### config.mk
export PLATFORM = sky130hd
export DESIGN_NAME = updown_chk_satcnt
export DESIGN_NICKNAME = d
export VERILOG_FILES = /design/src/rtl/updown_chk_pkg.sv /design/src/rtl/updown_chk_satcnt.sv
export SDC_FILE = /design/constraint.sdc
export NUM_CORES = 1
export LEC_CHECK = 0
export BUFFER_PORTS_ARGS = -buffer_cell sky130_fd_sc_hd__buf_2
export CAP_MARGIN = 40
export CORE_AREA = 2 2 39 41
export DETAILED_ROUTE_END_ITERATION = 10
export DIE_AREA = 0 0 41 43
export PLACE_DENSITY_LB_ADDON = 0.12
export SLEW_MARGIN = 20
export SYNTH_ARGS = -nofsm -noshare
export SYNTH_HDL_FRONTEND = slang
export SYNTH_SLANG_ARGS = --single-unit
### constraint.sdc
create_clock -name clk -period 2.25 [get_ports clk]
set_clock_uncertainty 0.2 [all_clocks]
set_input_delay 0.225 -clock clk [delete_from_list [all_inputs] [get_ports clk]]
set_output_delay 0.225 -clock clk [all_outputs]
set_load 0.05 [all_outputs]
### src/rtl/updown_chk_pkg.sv
// -----------------------------------------------------------------------------
// updown_chk_pkg
//
// Shared definitions for the up/down counter checker:
//   - chk_state_t      : checker FSM states (IDLE, SYNC, TRACK, LOCK)
//   - ERR_CNT_MAX      : saturation value of the mismatch counter
//   - DEFAULT_WIDTH    : default width of the observed count bus
//   - DEFAULT_LOCK_CNT : default number of consecutive good steps to lock
// -----------------------------------------------------------------------------
package updown_chk_pkg;

    typedef enum logic [1:0] {
        IDLE  = 2'd0,   // held in reset
        SYNC  = 2'd1,   // capturing a fresh reference, no check
        TRACK = 2'd2,   // checking, not yet locked
        LOCK  = 2'd3    // checking, locked
    } chk_state_t;

    localparam int ERR_CNT_MAX      = 255;
    localparam int DEFAULT_WIDTH    = 8;
    localparam int DEFAULT_LOCK_CNT = 4;

endpackage : updown_chk_pkg

### src/rtl/updown_chk_satcnt.sv
// -----------------------------------------------------------------------------
// updown_chk_satcnt
//
// 8-bit saturating incrementer with synchronous clear. Holds at ERR_CNT_MAX
// once reached; clear has priority over increment.
//
// Ports:
//   clk  in   clock
//   clr  in   synchronous clear (active high)
//   inc  in   increment request for this cycle
//   cnt  out  current count value
// -----------------------------------------------------------------------------
module updown_chk_satcnt
    import updown_chk_pkg::*;
(
    input  logic       clk,
    input  logic       clr,
    input  logic       inc,
    output logic [7:0] cnt
);

    localparam logic [7:0] CNT_MAX = 8'(ERR_CNT_MAX);

    logic [7:0] cnt_reg;
    logic [7:0] cnt_next;

    always_comb begin
        cnt_next = cnt_reg;
        if (inc && (cnt_reg != CNT_MAX)) begin
            cnt_next = cnt_reg + 8'd1;
        end
    end

    always_ff @(posedge clk) begin
        if (clr) begin
            cnt_reg <= '0;
        end else begin
            cnt_reg <= cnt_next;
        end
    end

    assign cnt = cnt_reg;

endmodule : updown_chk_satcnt

* Word-level counts from Yosys, hierarchy flattened
Cells that the tools add are included.
** Word-level totals
- Bits of input ports :: 3
- Memories :: 0
- Memory bits (writable) :: 0
- Register bits :: 8
- Word-level logic and storage cells :: 4
- Bits in latches :: 0
- Memory bits (read-only) :: 0
- Output and inout port bits :: 8
** Operators by class
- Reduce and logical (&&, ||, !) cells :: 1
- Divide/modulo/power cells :: 0
- $mul :: 0
- $add $sub $neg :: 1
- Equal/unequal tests :: 1
- Muxes and demuxes :: 0
- $lt $le $gt $ge :: 0
- Shift-type cells :: 0
- Bitwise operators :: 0
** Operators by type and width (count)
- $add A8 B1 Y8 const B :: 1
- $ne A8 B8 Y1 const B :: 1
- $logic_and A1 B1 Y1 :: 1

* Longest topological paths before layout
- Depth in word-level cells :: 2
- Depth in mapped cells :: 4
- Mapped depth without buffers :: 4

* Worst setup path after synthesis
Ideal clock, no wire load.
- Kind :: register to register
- Start point :: reg cnt_reg[0] (netlist: cnt[0])
- End point :: reg cnt_reg[0] (netlist: cnt[0])
- Required time :: 1929 ps
- Cell stages (with the launch flop) :: 5
- Data arrival time :: 1536 ps
- Period minus slack after synthesis :: 1857 ps
- Path slack :: 393 ps
- Library setup time :: 121 ps
- Cells stage by stage :: dfxtp_1 ha_1 and3_4 a21boi_4 mux2_4
** On the way
- Longest elaborated chain between the ends :: 2
- Elaborated cells between the ends (all ways) :: 3
** Ends and longest elaborated chain
- start: declaration :: RTL line updown_chk_satcnt.sv:24 : logic [7:0] cnt_reg;
- start signal: assignment :: RTL line updown_chk_satcnt.sv:38 : cnt_reg <= cnt_next;
- parallel branches: the longest is 2 deep, another holds $add A8 B1 Y8
Parallel ways; which one is timed is not known.
A chain may end at the register's enable or synchronous reset.

* Worst setup path in the final report
Ends and elaborated chain as after synthesis.

==> flow_summary.yaml <==
run_status:
  status: "finished clean"
detailed_routing:
  drtIter0Drc: 21
  drc: 0
  num_vias: 400
  avgRoutedWirePerCell_um: 12.31
  drt_pre_antenna_iters: 4
  final_antenna_net_count: 0
  viasPerCell: 5.405
  wl_um: 911
timing:
  drv_slew: 0
  worstMarginPinSlew_ns: 0.2614
  setup_violations: 0
  rsz0062_at_grt: "false"
  period_minus_slack_ns: 1.624
  hold_viol_final: 0
  setup_tns_ns: 0
  period_share: 0.7220
  fmax_ghz: 0.6156
  max_slew_margin: 0.8257
logic_synthesis:
  yosys_warnings: 0
  yosysSeqAreaShare: 0.3721
  yosysTopAreaCellShare: 0.3721
  synth_ff_type: "dfxtp_1"
  syn_area_um2: 430.4
  syn-instance-count: 46
  yosys.area.top_type: "dfxtp_1"
  synthesis.nets: 50
  avgSynthCellArea_um2: 9.357
  synth-seq-cells: 8
  yosysUniqueCellTypes: 25
  synth.area.top_cells: "dfxtp_1 (37%), a21oi_1 (5.8%), a21boi_4 (4.4%), nand2_1 (4.4%), and4_1 (4.1%)"
  ys_async_sr_fraction: 0
  synth_edf_count: 0
setup_path:
  critPathLaunchType: "flip-flop"
  cp_slowest_cell: "dfxtp_1"
  cp.required_ns: 2.20
  cp.depth: 4
  crit_arrival_ns: 1.57
  rr_worst_depth: 4
  max_stage_delay_ns: 0.35
  critPathTopFamily: "flip-flops"
  worstPathCellList: "ha_1, and3_4, a21boi_4, mux2_4"
  cp_max_fo: 6
  crit_type: "reg2reg"
  ff2ff_setup_slack_ns: 0.63
  worstSetupEndpointType: "flip-flop"
  cp.buffers_inverters: 0
final_layout:
  ff_latch_area_um2: 160.2
  syn_to_final_growth_pct: 18.90
  nets: 64
  largest_reg_flops: 8
  antennaDiodeCount: 0
  fillers: 152
  drive_gt1_frac: 0.3103
  multi_input_area_um2: 255.2
  fin_util: 0.3698
  fin_area_um2: 511.7
floorplanning:
  dieArea_um2: 1763
  die_h_um: 43
  initial_core_util: 0.3110
  io_pins: 11
  die_x_um: 41
  row_count: 14
  coreArea_um2: 1384
clocking:
  ctsResizeCount: 0
  cts_hold_buf: 0
  cts_max_path_buffers: 2
  clk_latency_ns: 0.26
  clock_sinks: 8
  clockRootBuffer: "clkbuf_4"
  clk_pin_slew_worst_paths_ns: 0.06
  postCtsSetupBuffers: 0
  cts-buffers-inserted: 3
  htreeDepth: 1
  cts_tree: "yes"
placement:
  hpwl_um: 674
  dpl_cell_area_um2: 489.2
  portBuffers: 10
  gp_congestion: 0.6960
run:
  maxCapViolations: 0
power:
  p_total_mw: 0.2981
  ir_worst_vdd_v: 0.0002388
  powerDensity_nw_per_um2: 582.5
  p_leak_nw: 0.2166
global_routing:
  gr-usage-all-layers: 0.1347
  grt_overflow: 0
  grt_max_degree: 9
  grt_pass1_vias: 359
  antenna_found_initial: 0
  grt_pass1_wl_um: 1593
min_path:
  hold_depth: 2
  min_path_type: "in2reg"
[cells by family after synthesis]
| family | count (synthesis) | share of synthesized area |
|---|---|---|
| AO/OA/AOI/OAI | 15 | 0.2587 |
| adder cells (fa/ha/maj) | 1 | 0.02907 |
| buffers and inverters | 2 | 0.03487 |
| flip-flops | 8 | 0.3721 |
| multiplexers | 2 | 0.05813 |
| AND/OR/NAND/NOR | 18 | 0.2471 |
[area by class of cell]
type / instances / share of cell area
well taps: 16 / 0.03912
inverters: 1 / 0.007335
flip-flops and latches: 8 / 0.3130
clock buffers: 3 / 0.04401
repair buffers: 10 / 0.09780
multi-input cells: 36 / 0.4988
[path summary, 6_finish.rpt]
path	from	end
max	cnt[0]	cnt[0]
min	clr	cnt[5]
max reg2reg	cnt[0]	cnt[0]
min reg2reg	cnt[1]	cnt[1]
[per-stage QoR]
stage	instances	worst slack (ns)	hold WS, ns
after floorplan	46	0.3930	0.09714
after global placement	71	0.6507	0.3009
after detailed placement	71	0.6370	0.3046
after CTS	74	0.6282	0.04155
after global routing	74	0.5767	0.05337
final	74	0.6256	0.03882
[per-layer routing]
layer	share of wire	GRT usage	vias up
li1	-	-	206
met1	0.52	0.2032	178
met2	0.39	0.1656	13
met3	0.061	0.03141	3
met4	0.024	0.08000	0
met5	0	0	-
[power breakdown]
part / total (mW) / leakage, nW / internal (mW) / switching (mW)
sequential: 0.150 / 0.0648 / 0.145 / 0.00493
combinational: 0.0345 / 0.138 / 0.0117 / 0.0228
clock: 0.113 / 0.0138 / 0.0613 / 0.0520
[cell usage in the layout (no fill, tap or decap), types with 2 or more instances in the layout]
| cell | n |
|---|---|
| o21bai_1 | 2 |
| nand2_1 | 5 |
| a211oi_1 | 2 |
| nand4_1 | 2 |
| clkbuf_4 | 3 |
| dfxtp_1 | 8 |
| nor3_1 | 2 |
| buf_2 | 10 |
| a21oi_1 | 5 |
| nand3_1 | 2 |
| and4_1 | 2 |
[synth_stat cells, drive strengths merged, types with 2 or more instances]
cell type  number
dfxtp           8
a21oi           5
o21bai          2
nand4           2
a21boi          2
nand2           5
nor3            2
nand3           2
and4            2
a211oi          2
(Power assumes the default switching activity.)
